===== src/rtl/ex_brn_resolve_if.sv =====
// ============================================================================
// Interface : ex_brn_resolve_if
// Purpose   : Groups the issue-execute control-flow fields consumed by the
//             branch resolver and the redirect / flush / predictor-update
//             results it returns.
// Modports  : master - pipeline side (drives EX fields, receives results)
//             slave  - ex_brn_resolve (receives EX fields, drives results)
// Signals   : valid_i, op_i[6:0], funct3_i[2:0], is_b_type_i, jump_i,
//             brn_pred_i, r_data_p1_i, r_data_p2_i, sext_imm_12bit_i,
//             curr_pc_i, next_seq_pc_i, next_brn_pc_i, next_pred_pc_i,
//             redirect_o, redirect_pc_o, flush_o, bp_upd_valid_o,
//             bp_upd_pc_o, bp_upd_taken_o, bp_upd_target_o,
//             brn_cnt_o / mispred_cnt_o (only with BRN_STATS_EN defined)
// Revision  : 1.0 - initial release
// ============================================================================
`default_nettype none

interface ex_brn_resolve_if #(
   parameter int CNT_W = 32
);
   // EX-stage fields
   logic        valid_i;
   logic [6:0]  op_i;
   logic [2:0]  funct3_i;
   logic        is_b_type_i;
   logic        jump_i;
   logic        brn_pred_i;
   logic [31:0] r_data_p1_i;
   logic [31:0] r_data_p2_i;
   logic [31:0] sext_imm_12bit_i;
   logic [31:0] curr_pc_i;
   logic [31:0] next_seq_pc_i;
   logic [31:0] next_brn_pc_i;
   logic [31:0] next_pred_pc_i;

   // Resolution results
   logic        redirect_o;
   logic [31:0] redirect_pc_o;
   logic        flush_o;
   logic        bp_upd_valid_o;
   logic [31:0] bp_upd_pc_o;
   logic        bp_upd_taken_o;
   logic [31:0] bp_upd_target_o;
`ifdef BRN_STATS_EN
   logic [CNT_W-1:0] brn_cnt_o;
   logic [CNT_W-1:0] mispred_cnt_o;
`endif

   modport master (
      output valid_i, op_i, funct3_i, is_b_type_i, jump_i, brn_pred_i,
             r_data_p1_i, r_data_p2_i, sext_imm_12bit_i, curr_pc_i,
             next_seq_pc_i, next_brn_pc_i, next_pred_pc_i,
      input  redirect_o, redirect_pc_o, flush_o, bp_upd_valid_o,
             bp_upd_pc_o, bp_upd_taken_o, bp_upd_target_o
`ifdef BRN_STATS_EN
      , input brn_cnt_o, mispred_cnt_o
`endif
   );

   modport slave (
      input  valid_i, op_i, funct3_i, is_b_type_i, jump_i, brn_pred_i,
             r_data_p1_i, r_data_p2_i, sext_imm_12bit_i, curr_pc_i,
             next_seq_pc_i, next_brn_pc_i, next_pred_pc_i,
      output redirect_o, redirect_pc_o, flush_o, bp_upd_valid_o,
             bp_upd_pc_o, bp_upd_taken_o, bp_upd_target_o
`ifdef BRN_STATS_EN
      , output brn_cnt_o, mispred_cnt_o
`endif
   );
endinterface

`default_nettype wire


===== src/rtl/ex_brn_resolve.sv =====
// ============================================================================
// Module    : ex_brn_resolve
// Purpose   : Execute-stage branch/jump resolver. Computes the real next PC,
//             compares it with the PC fetch followed, and on a mispredict
//             redirects fetch, holds the upstream pipe registers in flush for
//             FLUSH_CYC cycles and squashes wrong-path instructions meanwhile.
//             Every resolved branch/jump produces a predictor update packet.
// Ports     : clk   - clock
//             reset - synchronous, active-high reset
//             bus   - ex_brn_resolve_if.slave (EX fields in, results out)
// Params    : FLUSH_CYC - flush window length in cycles (>=1)
//             CNT_W     - statistics counter width
// Options   : BRN_STATS_EN - builds the branch / mispredict counters
// Revision  : 1.0 - initial release
// ============================================================================
`default_nettype none

module ex_brn_resolve #(
   parameter int FLUSH_CYC = 2,
   parameter int CNT_W     = 32
) (
   input  wire logic        clk,
   input  wire logic        reset,
   ex_brn_resolve_if.slave  bus
);

   localparam logic [6:0] OP_JALR = 7'b1100111;

   localparam logic [0:0] ST_IDLE  = 1'b0;
   localparam logic [0:0] ST_FLUSH = 1'b1;

   localparam int              FC_W       = (FLUSH_CYC > 1) ? $clog2(FLUSH_CYC) : 1;
   localparam logic [FC_W-1:0] FLUSH_LOAD = FC_W'(FLUSH_CYC - 1);

   // ------------------------------------------------------------------------
   // Resolution (combinational)
   // ------------------------------------------------------------------------
   logic        cond_true;
   logic        cond_known;
   logic        is_jalr;
   logic        taken_dir;
   logic [31:0] jalr_target;
   logic [31:0] actual_pc;
   logic        resolve;
   logic        mispredict;
   logic        upd_fire;

   logic [0:0]      state;
   logic [FC_W-1:0] flush_cnt;

   always_comb begin
      cond_true  = 1'b0;
      cond_known = 1'b1;
      case (bus.funct3_i)
         3'b000:  cond_true = (bus.r_data_p1_i == bus.r_data_p2_i);
         3'b001:  cond_true = (bus.r_data_p1_i != bus.r_data_p2_i);
         3'b100:  cond_true = ($signed(bus.r_data_p1_i) <  $signed(bus.r_data_p2_i));
         3'b101:  cond_true = ($signed(bus.r_data_p1_i) >= $signed(bus.r_data_p2_i));
         3'b110:  cond_true = (bus.r_data_p1_i <  bus.r_data_p2_i);
         3'b111:  cond_true = (bus.r_data_p1_i >= bus.r_data_p2_i);
         // 010/011 are not branch conditions: treated as not-taken and never
         // reported to the predictor.
         default: cond_known = 1'b0;
      endcase
   end

   assign is_jalr     = (bus.op_i == OP_JALR);
   assign jalr_target = (bus.r_data_p1_i + bus.sext_imm_12bit_i) & ~32'h1;
   assign taken_dir   = bus.jump_i | (bus.is_b_type_i & cond_true);
   assign actual_pc   = is_jalr   ? jalr_target :
                        taken_dir ? bus.next_brn_pc_i : bus.next_seq_pc_i;

   // Anything arriving while a flush is in progress is wrong-path.
   assign resolve    = bus.valid_i && (state == ST_IDLE);
   assign mispredict = resolve && (bus.is_b_type_i || bus.jump_i) &&
                       (actual_pc != bus.next_pred_pc_i);
   assign upd_fire   = resolve && (bus.jump_i || (bus.is_b_type_i && cond_known));

   // ------------------------------------------------------------------------
   // Registered outputs and flush FSM
   // ------------------------------------------------------------------------
   logic        redirect;
   logic [31:0] redirect_pc;
   logic        flush;
   logic        upd_valid;
   logic [31:0] upd_pc;
   logic        upd_taken;
   logic [31:0] upd_target;

   always_ff @(posedge clk) begin
      if (reset) begin
         state       <= ST_IDLE;
         flush_cnt   <= '0;
         flush       <= 1'b0;
         redirect    <= 1'b0;
         redirect_pc <= '0;
         upd_valid   <= 1'b0;
         upd_pc      <= '0;
         upd_taken   <= 1'b0;
         upd_target  <= '0;
      end else begin
         redirect  <= mispredict;
         upd_valid <= upd_fire;

         if (mispredict) begin
            redirect_pc <= actual_pc;
         end

         if (upd_fire) begin
            upd_pc     <= bus.curr_pc_i;
            upd_taken  <= taken_dir;
            upd_target <= actual_pc;
         end

         case (state)
            ST_IDLE: begin
               if (mispredict) begin
                  state     <= ST_FLUSH;
                  flush     <= 1'b1;
                  flush_cnt <= FLUSH_LOAD;
               end
            end
            ST_FLUSH: begin
               if (flush_cnt == '0) begin
                  state <= ST_IDLE;
                  flush <= 1'b0;
               end else begin
                  flush_cnt <= flush_cnt - 1'b1;
               end
            end
            default: begin
               state <= ST_IDLE;
               flush <= 1'b0;
            end
         endcase
      end
   end

   assign bus.redirect_o      = redirect;
   assign bus.redirect_pc_o   = redirect_pc;
   assign bus.flush_o         = flush;
   assign bus.bp_upd_valid_o  = upd_valid;
   assign bus.bp_upd_pc_o     = upd_pc;
   assign bus.bp_upd_taken_o  = upd_taken;
   assign bus.bp_upd_target_o = upd_target;

`ifdef BRN_STATS_EN
   // ------------------------------------------------------------------------
   // Statistics: count the registered strobes so each event counts once.
   // ------------------------------------------------------------------------
   logic [CNT_W-1:0] brn_cnt;
   logic [CNT_W-1:0] mispred_cnt;

   always_ff @(posedge clk) begin
      if (reset) begin
         brn_cnt     <= '0;
         mispred_cnt <= '0;
      end else begin
         if (upd_valid) begin
            brn_cnt <= brn_cnt + 1'b1;
         end
         if (redirect) begin
            mispred_cnt <= mispred_cnt + 1'b1;
         end
      end
   end

   assign bus.brn_cnt_o     = brn_cnt;
   assign bus.mispred_cnt_o = mispred_cnt;
`endif

endmodule

`default_nettype wire


===== src/flat_wrapper.sv =====
// flat-port wrapper written by rule: the top's interface ports become plain ports
module ex_brn_resolve_flat 
#(
   parameter int FLUSH_CYC = 2,
   parameter int CNT_W     = 32
)
  (clk, reset, bus_valid_i, bus_op_i, bus_funct3_i, bus_is_b_type_i, bus_jump_i, bus_brn_pred_i, bus_r_data_p1_i, bus_r_data_p2_i, bus_sext_imm_12bit_i, bus_curr_pc_i, bus_next_seq_pc_i, bus_next_brn_pc_i, bus_next_pred_pc_i, bus_redirect_o, bus_redirect_pc_o, bus_flush_o, bus_bp_upd_valid_o, bus_bp_upd_pc_o, bus_bp_upd_taken_o, bus_bp_upd_target_o);
  ex_brn_resolve_if #(.CNT_W(CNT_W)) bus_i ();
  input  wire logic clk;
  input  wire logic reset;
  input wire logic [$bits(bus_i.valid_i)-1:0] bus_valid_i;
  input wire logic [$bits(bus_i.op_i)-1:0] bus_op_i;
  input wire logic [$bits(bus_i.funct3_i)-1:0] bus_funct3_i;
  input wire logic [$bits(bus_i.is_b_type_i)-1:0] bus_is_b_type_i;
  input wire logic [$bits(bus_i.jump_i)-1:0] bus_jump_i;
  input wire logic [$bits(bus_i.brn_pred_i)-1:0] bus_brn_pred_i;
  input wire logic [$bits(bus_i.r_data_p1_i)-1:0] bus_r_data_p1_i;
  input wire logic [$bits(bus_i.r_data_p2_i)-1:0] bus_r_data_p2_i;
  input wire logic [$bits(bus_i.sext_imm_12bit_i)-1:0] bus_sext_imm_12bit_i;
  input wire logic [$bits(bus_i.curr_pc_i)-1:0] bus_curr_pc_i;
  input wire logic [$bits(bus_i.next_seq_pc_i)-1:0] bus_next_seq_pc_i;
  input wire logic [$bits(bus_i.next_brn_pc_i)-1:0] bus_next_brn_pc_i;
  input wire logic [$bits(bus_i.next_pred_pc_i)-1:0] bus_next_pred_pc_i;
  output wire logic [$bits(bus_i.redirect_o)-1:0] bus_redirect_o;
  output wire logic [$bits(bus_i.redirect_pc_o)-1:0] bus_redirect_pc_o;
  output wire logic [$bits(bus_i.flush_o)-1:0] bus_flush_o;
  output wire logic [$bits(bus_i.bp_upd_valid_o)-1:0] bus_bp_upd_valid_o;
  output wire logic [$bits(bus_i.bp_upd_pc_o)-1:0] bus_bp_upd_pc_o;
  output wire logic [$bits(bus_i.bp_upd_taken_o)-1:0] bus_bp_upd_taken_o;
  output wire logic [$bits(bus_i.bp_upd_target_o)-1:0] bus_bp_upd_target_o;
  assign bus_i.valid_i = bus_valid_i;
  assign bus_i.op_i = bus_op_i;
  assign bus_i.funct3_i = bus_funct3_i;
  assign bus_i.is_b_type_i = bus_is_b_type_i;
  assign bus_i.jump_i = bus_jump_i;
  assign bus_i.brn_pred_i = bus_brn_pred_i;
  assign bus_i.r_data_p1_i = bus_r_data_p1_i;
  assign bus_i.r_data_p2_i = bus_r_data_p2_i;
  assign bus_i.sext_imm_12bit_i = bus_sext_imm_12bit_i;
  assign bus_i.curr_pc_i = bus_curr_pc_i;
  assign bus_i.next_seq_pc_i = bus_next_seq_pc_i;
  assign bus_i.next_brn_pc_i = bus_next_brn_pc_i;
  assign bus_i.next_pred_pc_i = bus_next_pred_pc_i;
  assign bus_redirect_o = bus_i.redirect_o;
  assign bus_redirect_pc_o = bus_i.redirect_pc_o;
  assign bus_flush_o = bus_i.flush_o;
  assign bus_bp_upd_valid_o = bus_i.bp_upd_valid_o;
  assign bus_bp_upd_pc_o = bus_i.bp_upd_pc_o;
  assign bus_bp_upd_taken_o = bus_i.bp_upd_taken_o;
  assign bus_bp_upd_target_o = bus_i.bp_upd_target_o;
  ex_brn_resolve #(.FLUSH_CYC(FLUSH_CYC), .CNT_W(CNT_W)) u_core (.clk(clk), .reset(reset), .bus(bus_i));
endmodule

===== config.mk =====
export PLATFORM = sky130hd
export DESIGN_NAME = ex_brn_resolve_flat
export DESIGN_NICKNAME = d
export VERILOG_FILES = /design/src/rtl/ex_brn_resolve_if.sv /design/src/rtl/ex_brn_resolve.sv /design/src/flat_wrapper.sv
export SDC_FILE = /design/constraint.sdc
export NUM_CORES = 1
export LEC_CHECK = 0
export CORE_ASPECT_RATIO = 1.2
export CORE_MARGIN = 4
export CORE_UTILIZATION = 42
export CTS_BUF_LIST = sky130_fd_sc_hd__clkbuf_4 sky130_fd_sc_hd__clkbuf_8
export DETAILED_ROUTE_END_ITERATION = 6
export PLACE_DENSITY_LB_ADDON = 0.1
export REMOVE_ABC_BUFFERS = 1
export SLEW_MARGIN = 20
export SYNTH_ARGS = -nofsm -noshare
export SYNTH_HDL_FRONTEND = slang
export SYNTH_SLANG_ARGS = --single-unit

===== constraint.sdc =====
create_clock -name clk -period 11.25 [get_ports clk]
set_input_delay 2.25 -clock clk [delete_from_list [all_inputs] [get_ports clk]]
set_output_delay 2.25 -clock clk [all_outputs]
set_load 0.05 [all_outputs]

==> results_dict.tcl, run 1 <==
set metrics [dict create \
    status "finished with violations" \
    violations "DRC" \
    coreArea_um2 19500 \
    worst_slew_pin_slew_ps 1090 \
    power_density_nw_per_um2 97.9 \
    rr_endpoint "u_core.bus.redirect_pc_o[0]" \
    required_ps 11510 \
    synthMuxAreaShare_pct 5.83 \
    path_cells "clkdlybuf4s50_1 > inv_1 > ha_1 > nand4_1 > nor4_1 > nand2_1 > nand4_1 > o211ai_4 > a31oi_4 > buf_4 > mux2i_1 > o21ai_0 > buf_4 > a221o_1 > or4_4 > nor2_4 > a31o_2 > mux2_2" \
    clkLatencyLatePin_ps 380 \
    die_y_um 162 \
    ir_worst_vdd_uv 64.9 \
    totalWireLength_um 31500 \
    gp_congestion 0.920 \
    synth_xor_area_share_pct 5.27 \
    combPwrFrac_pct 46.6 \
    yosysUniqueCellTypes 89 \
    fp.dieW_um 136 \
    post_cts_resized 0 \
    nFillCells 1846 \
    synth-edff-count 0 \
    synth-simple-area-share_pct 23.6 \
    slew_headroom_pct 26.9 \
    drv_cap 0 \
    grt-ovfl-total 0 \
    hold_path.class "reg -> reg" \
    ys.warnings.count 0 \
    routed_via_density 5.56 \
    synth_top_family_by_area "compound AO/OA/AOI/OAI gates" \
    sw_frac_of_total_pct 40.0 \
    synth-seq-cells 102 \
    ios 340 \
    post_cts_buffers 0 \
    cts_tree "yes" \
    cp.arrival_ps 8080 \
    ctsHoldBuffers 0 \
    start_kind "input pin" \
    r2r_setup_slack_ps 8810 \
    first_global_vias 8852 \
    setup-tns-final_ps 0 \
    nets 1724 \
    pwr-share-clk_pct 19.6 \
    fmax_ghz 0.128 \
    setup.worst_path.end_class "register" \
    antenna_found_initial 4 \
    grtUsageTotal_pct 26.8 \
    num_vias 9396 \
    die_area_um2 22100 \
    fin_skew_ps 9.29 \
    r2r_start "u_core.state" \
    grt_max_degree 77 \
    cpMaxStageDelayCell "nor4_1" \
    setup_viol_count_final 0 \
    synth_cells 1116 \
    cp_top_family "simple AND/OR/NAND/NOR gates" \
    synth_compound_area_share_pct 25.6 \
    cts_made_buffers 9 \
    finalCritPeriodShare_pct 69.5 \
    mostFrequentLayoutCell "clkdlybuf4s50_1" \
    synth_flop_cell "dfxtp_1" \
    async_flop_share_pct 0 \
    clock-root-buffer "clkbuf_8" \
    synth_fa_ha_area_share_pct 9.58 \
    clkSinkCount 102 \
    post_route_cells_drive_above_1_share_pct 4.70 \
    hold_path_startpoint "u_core.bus.bp_upd_pc_o[30]" \
    critPathMaxStageDelay_ps 960 \
    crit_type "in -> reg" \
    power_leakage_nw 4.93 \
    cp_num_buf_inv 4 \
    netlist_area_um2 8310 \
    reg2reg_depth 4 \
    num_rows 56 \
    htree_num_levels 3 \
    port_buffers 338 \
    start_util_pct 42.6 \
    grt_setup_unrepaired "false" \
    min_path_cells 2 \
    dr.first_iter.drc_count 533 \
    max-clock-path-buffers 2 \
    hpwl_um 25700 \
    seqPwrFrac_pct 33.8 \
    drt-pass1-iter-count 7 \
    synth-seq-area-share_pct 24.6 \
    clk_pin_slew_worst_paths_ps 100 \
    ant_nets 0 \
    syn_avg_cell_area_um2 7.44 \
    grt_pass1_wl_um 46600 \
    fin_crit_ps 7820 \
    mostFrequentLayoutCells "clkdlybuf4s50_1, nand2_1, a21oi_1, dfxtp_1, nor2_1" \
    final-max-slew-violation-count 0 \
    finalHoldViolations 0 \
    internal_power_mw 0.709 \
    final_core_util_pct 61.9 \
    power.switching_mw 0.472 \
    wl_per_cell_um 18.7 \
    syn2layout_area_growth_pct 45.2 \
    remaining_drc_errors 11 \
    hold_end "u_core.bus.bp_upd_pc_o[30]" \
    cp_max_fo 19 \
]
## power groups by stage
stage / clock network (mW) / logic, mW / registers, mW
6_report: 0.231 / 0.550 / 0.399
5_1_grt: 0.253 / 0.591 / 0.402
4_1_cts: 0.237 / 0.550 / 0.399
3_5_place_dp: 0 / 0.547 / 0.407
3_3_place_gp: 0 / 0.544 / 0.407
2_1_floorplan: 0 / 0.231 / 0.495
## synthesized netlist by cell type, drive strengths merged (7+ instances only)
master / number / share of area (%)
o21a: 8 / 0.72
dfxtp: 102 / 25
ha: 62 / 9.3
nor2b: 17 / 1.3
o21ai: 36 / 2.2
o22ai: 8 / 0.60
nand2b: 7 / 0.53
nor3: 25 / 1.6
mux2: 13 / 1.9
mux2i: 33 / 4.0
buf: 14 / 1.1
a211oi: 7 / 0.63
nor2: 84 / 3.9
nand3: 17 / 1.1
nor4: 7 / 0.89
clkbuf: 37 / 1.7
and3: 7 / 0.53
a21oi: 121 / 7.4
inv: 62 / 2.8
xnor2: 22 / 2.3
nand4: 21 / 1.7
nand2: 212 / 9.6
xor2: 28 / 3.0
o211ai: 11 / 1.2
a21o: 25 / 2.3
a221oi: 9 / 0.95
a31oi: 22 / 2.1
## worst max path at each step
stage / endpoint / depth (start not counted) / from
after floorplan: u_core.bus.redirect_pc_o[17] / 15 / bus_r_data_p2_i[13]
after global placement: u_core.bus.redirect_pc_o[17] / 18 / bus_r_data_p2_i[15]
after detailed placement: u_core.bus.redirect_pc_o[17] / 18 / bus_r_data_p2_i[14]
after CTS: u_core.bus.redirect_pc_o[17] / 18 / bus_r_data_p2_i[14]
after global routing: u_core.bus.redirect_pc_o[17] / 18 / bus_r_data_p2_i[15]
final: u_core.bus.redirect_pc_o[17] / 18 / bus_r_data_p2_i[14]
## cell families after synthesis
family | count (synthesis)
AND/OR/NAND/NOR | 425
buffers and inverters | 113
XOR/XNOR | 50
multiplexers | 46
adder cells (fa/ha/maj) | 63
flip-flops | 102
AO/OA/AOI/OAI | 317
## sequential cells by signal (all words and copies together), names as in the netlist
name / flops
u_core.bus.redirect_pc_o: 32
u_core.bus.bp_upd_valid_o: 1
u_core.bus.flush_o: 1
u_core.flush_cnt: 1
u_core.bus.bp_upd_target_o: 32
u_core.bus.redirect_o: 1
u_core.state: 1
u_core.bus.bp_upd_pc_o: 32
u_core.bus.bp_upd_taken_o: 1
## cell type report
type / instances / area, um^2 / share of cell area, %
repair buffers: 345 / 3430 / 28.5
multi-input cells: 901 / 5820 / 48.3
clock inverters: 6 / 67.6 / 0.560
well taps: 261 / 327 / 2.71
clock buffers: 10 / 131 / 1.09
inverters: 62 / 233 / 1.93
flip-flops and latches: 102 / 2040 / 16.9
diodes: 2 / 5.00 / 0.0415
## worst register-to-register path: cells and delay by family, from the launching register on
family / cells / cell delay, ps
simple gates: 1 / 340
compound gates: 2 / 1220
flops: 1 / 350
mux: 1 / 420
## metal layers
layer	share of wire, %	track usage, %	up-vias	wire, um
met5	0.098	0	-	31
met4	2.8	8.48	4	867
met3	8.5	6.54	50	2690
met2	50	49.4	360	15900
met1	38	29.9	4374	12000
li1	-	-	4608	-
## through the flow
stage	hold WS, ps	total power, mW	setup slack [ps]	area, um^2	instances
after detailed placement	446	0.955	2980	11900	1671
after global routing	475	1.25	3200	12100	1689
after CTS	460	1.19	3370	12100	1687
final	459	1.18	3430	12100	1689
after global placement	441	0.950	3090	11900	1671
after floorplan	444	0.727	4140	8080	1065
Power figures use the tool's default switching activity.
==> run 2, diff against run 1 <==
--- a/config.mk
+++ b/config.mk
@@ -7,7 +7,7 @@
 export LEC_CHECK = 0
 export CORE_ASPECT_RATIO = 1.2
 export CORE_MARGIN = 4
-export CORE_UTILIZATION = 42
+export CORE_UTILIZATION = 41
 export CTS_BUF_LIST = sky130_fd_sc_hd__clkbuf_4 sky130_fd_sc_hd__clkbuf_8
 export DETAILED_ROUTE_END_ITERATION = 6
 export PLACE_DENSITY_LB_ADDON = 0.1
==> constraint.sdc (replaced) <==
create_clock -name clk -period 6.6 [get_ports clk]
set_input_delay 1.32 -clock clk [delete_from_list [all_inputs] [get_ports clk]]
set_output_delay 1.32 -clock clk [all_outputs]
set_load 0.05 [all_outputs]
==> results_dict.tcl, run 2 (synthesis gave the netlist of run 1 again) <==
set metrics [dict create \
    status "finished clean" \
    crit_type "in -> reg" \
    num_vias 9381 \
    totalWireLength_um 31500 \
    syn2layout_area_growth_pct 46.7 \
    cp.arrival_ps 6340 \
    reg2reg_depth 4 \
    min_path_cells 2 \
    post_route_cells_drive_above_1_share_pct 5.63 \
    cts_made_buffers 9 \
    grtUsageTotal_pct 26.3 \
    htree_num_levels 3 \
    cp_max_fo 8 \
    startpoint "bus_r_data_p2_i[17]" \
    first_global_vias 8863 \
    endpoint "u_core.bus.redirect_pc_o[6]" \
    clkSinkCount 102 \
    drv_cap 0 \
    fin_crit_ps 6060 \
    clkLatencyLatePin_ps 360 \
    r2r_setup_slack_ps 4510 \
    die_area_um2 22600 \
    rr_endpoint "u_core.bus.bp_upd_pc_o[12]" \
    wl_per_cell_um 18.5 \
    slew_headroom_pct 26.9 \
    dr.first_iter.drc_count 508 \
    nets 1739 \
    drt-pass1-iter-count 7 \
    power_leakage_nw 4.99 \
    worst_slew_pin_slew_ps 1100 \
    gp_congestion 0.970 \
    nFillCells 1916 \
    start_kind "input pin" \
    setup-tns-final_ps 0 \
    antenna_found_initial 4 \
    power.total_mw 2.00 \
    clock-root-buffer "clkbuf_8" \
    start_util_pct 42.0 \
    port_buffers 338 \
    ios 340 \
    routed_via_density 5.50 \
    fmax_ghz 0.165 \
    busiest_layer "met2" \
    grt_max_degree 73 \
    hold-worst-slack_ps 458 \
    fin_skew_ps 9.68 \
    required_ps 6880 \
    grt_pass1_wl_um 46800 \
    met3_usage_pct 4.66 \
    r2r_start "u_core.state" \
    power_density_nw_per_um2 164 \
    max-clock-path-buffers 2 \
    fp.dieW_um 138 \
    hold_path.class "reg -> reg" \
    hpwl_um 26200 \
    ctsHoldBuffers 0 \
    mostFrequentLayoutCells "clkdlybuf4s50_1, nand2_1, a21oi_1, dfxtp_1, nor2_1" \
    num_rows 56 \
    grt-ovfl-total 0 \
    coreArea_um2 19800 \
    grt_setup_unrepaired "false" \
    post_cts_buffers 0 \
    remaining_drc_errors 0 \
    cts_tree "yes" \
    ir_worst_vdd_uv 115 \
    setup.worst_path.end_class "register" \
    ant_nets 0 \
    mostFrequentLayoutCell "clkdlybuf4s50_1" \
    finalHoldViolations 0 \
    clk_pin_slew_worst_paths_ps 100 \
    use_met2_pct 48.0 \
    finalCritPeriodShare_pct 91.8 \
    post_cts_resized 0 \
    final-max-slew-violation-count 0 \
    use_met1_pct 30.5 \
    setup_viol_count_final 0 \
    die_y_um 164 \
]
-- run 2: critical path, cell delays in order --
cell	delay, ps
clkdlybuf4s50_1	450
inv_1	50
ha_1	310
a21oi_1	160
o21ai_0	140
a221oi_1	630
nand4_1	300
o211ai_4	400
a31oi_4	150
mux2i_1	140
o21ai_0	700
o2bb2ai_1	190
or4_4	520
nor2_4	180
a31o_2	270
buf_4	220
mux2i_1	210
-- run 2: per-layer routing --
| metal | part of all wire (%) | wire length, um |
|---|---|---|
| met5 | 0.025 | 8 |
| met1 | 39 | 12200 |
| met4 | 2.7 | 848 |
| met3 | 7.6 | 2410 |
| met2 | 51 | 16100 |
-- run 2: layout make-up --
type                    instances  area, um^2  area share [%]
diodes                          4        10.0          0.0822
clock buffers                   9         124            1.02
inverters                      62         233            1.91
clock inverters                 6        55.1           0.452
multi-input cells             901        5820            47.8
flip-flops and latches        102        2040            16.8
well taps                     261         327            2.68
repair buffers                360        3570            29.3
-- run 2: worst min-delay path by stage --
stage	start	endpoint
finish	u_core.bus.bp_upd_pc_o[14]	u_core.bus.bp_upd_pc_o[14]
global route	u_core.bus.bp_upd_pc_o[5]	u_core.bus.bp_upd_pc_o[5]
CTS	u_core.bus.bp_upd_pc_o[14]	u_core.bus.bp_upd_pc_o[14]
detailed placement	u_core.bus.bp_upd_pc_o[14]	u_core.bus.bp_upd_pc_o[14]
global placement	u_core.bus.bp_upd_pc_o[17]	u_core.bus.bp_upd_pc_o[17]
floorplan	u_core.flush_cnt	u_core.state
-- run 2: where the power goes --
| part | total, mW | internal, mW | leakage (nW) | switching, mW |
|---|---|---|---|---|
| Combinational | 0.949 | 0.407 | 4.07 | 0.542 |
| Sequential | 0.681 | 0.660 | 0.836 | 0.0213 |
| Clock | 0.373 | 0.143 | 0.0862 | 0.229 |
-- run 2: per-stage QoR --
stage | worst slack (ps) | instances | area (um^2) | util, %
2_1_floorplan | 424 | 1065 | 8080 | -
3_3_place_gp | 270 | 1686 | 12000 | 60.7
3_5_place_dp | 198 | 1686 | 12000 | 60.7
4_1_cts | 556 | 1701 | 12200 | 61.6
5_1_grt | 303 | 1704 | 12200 | 61.6
6_report | 543 | 1705 | 12200 | 61.7
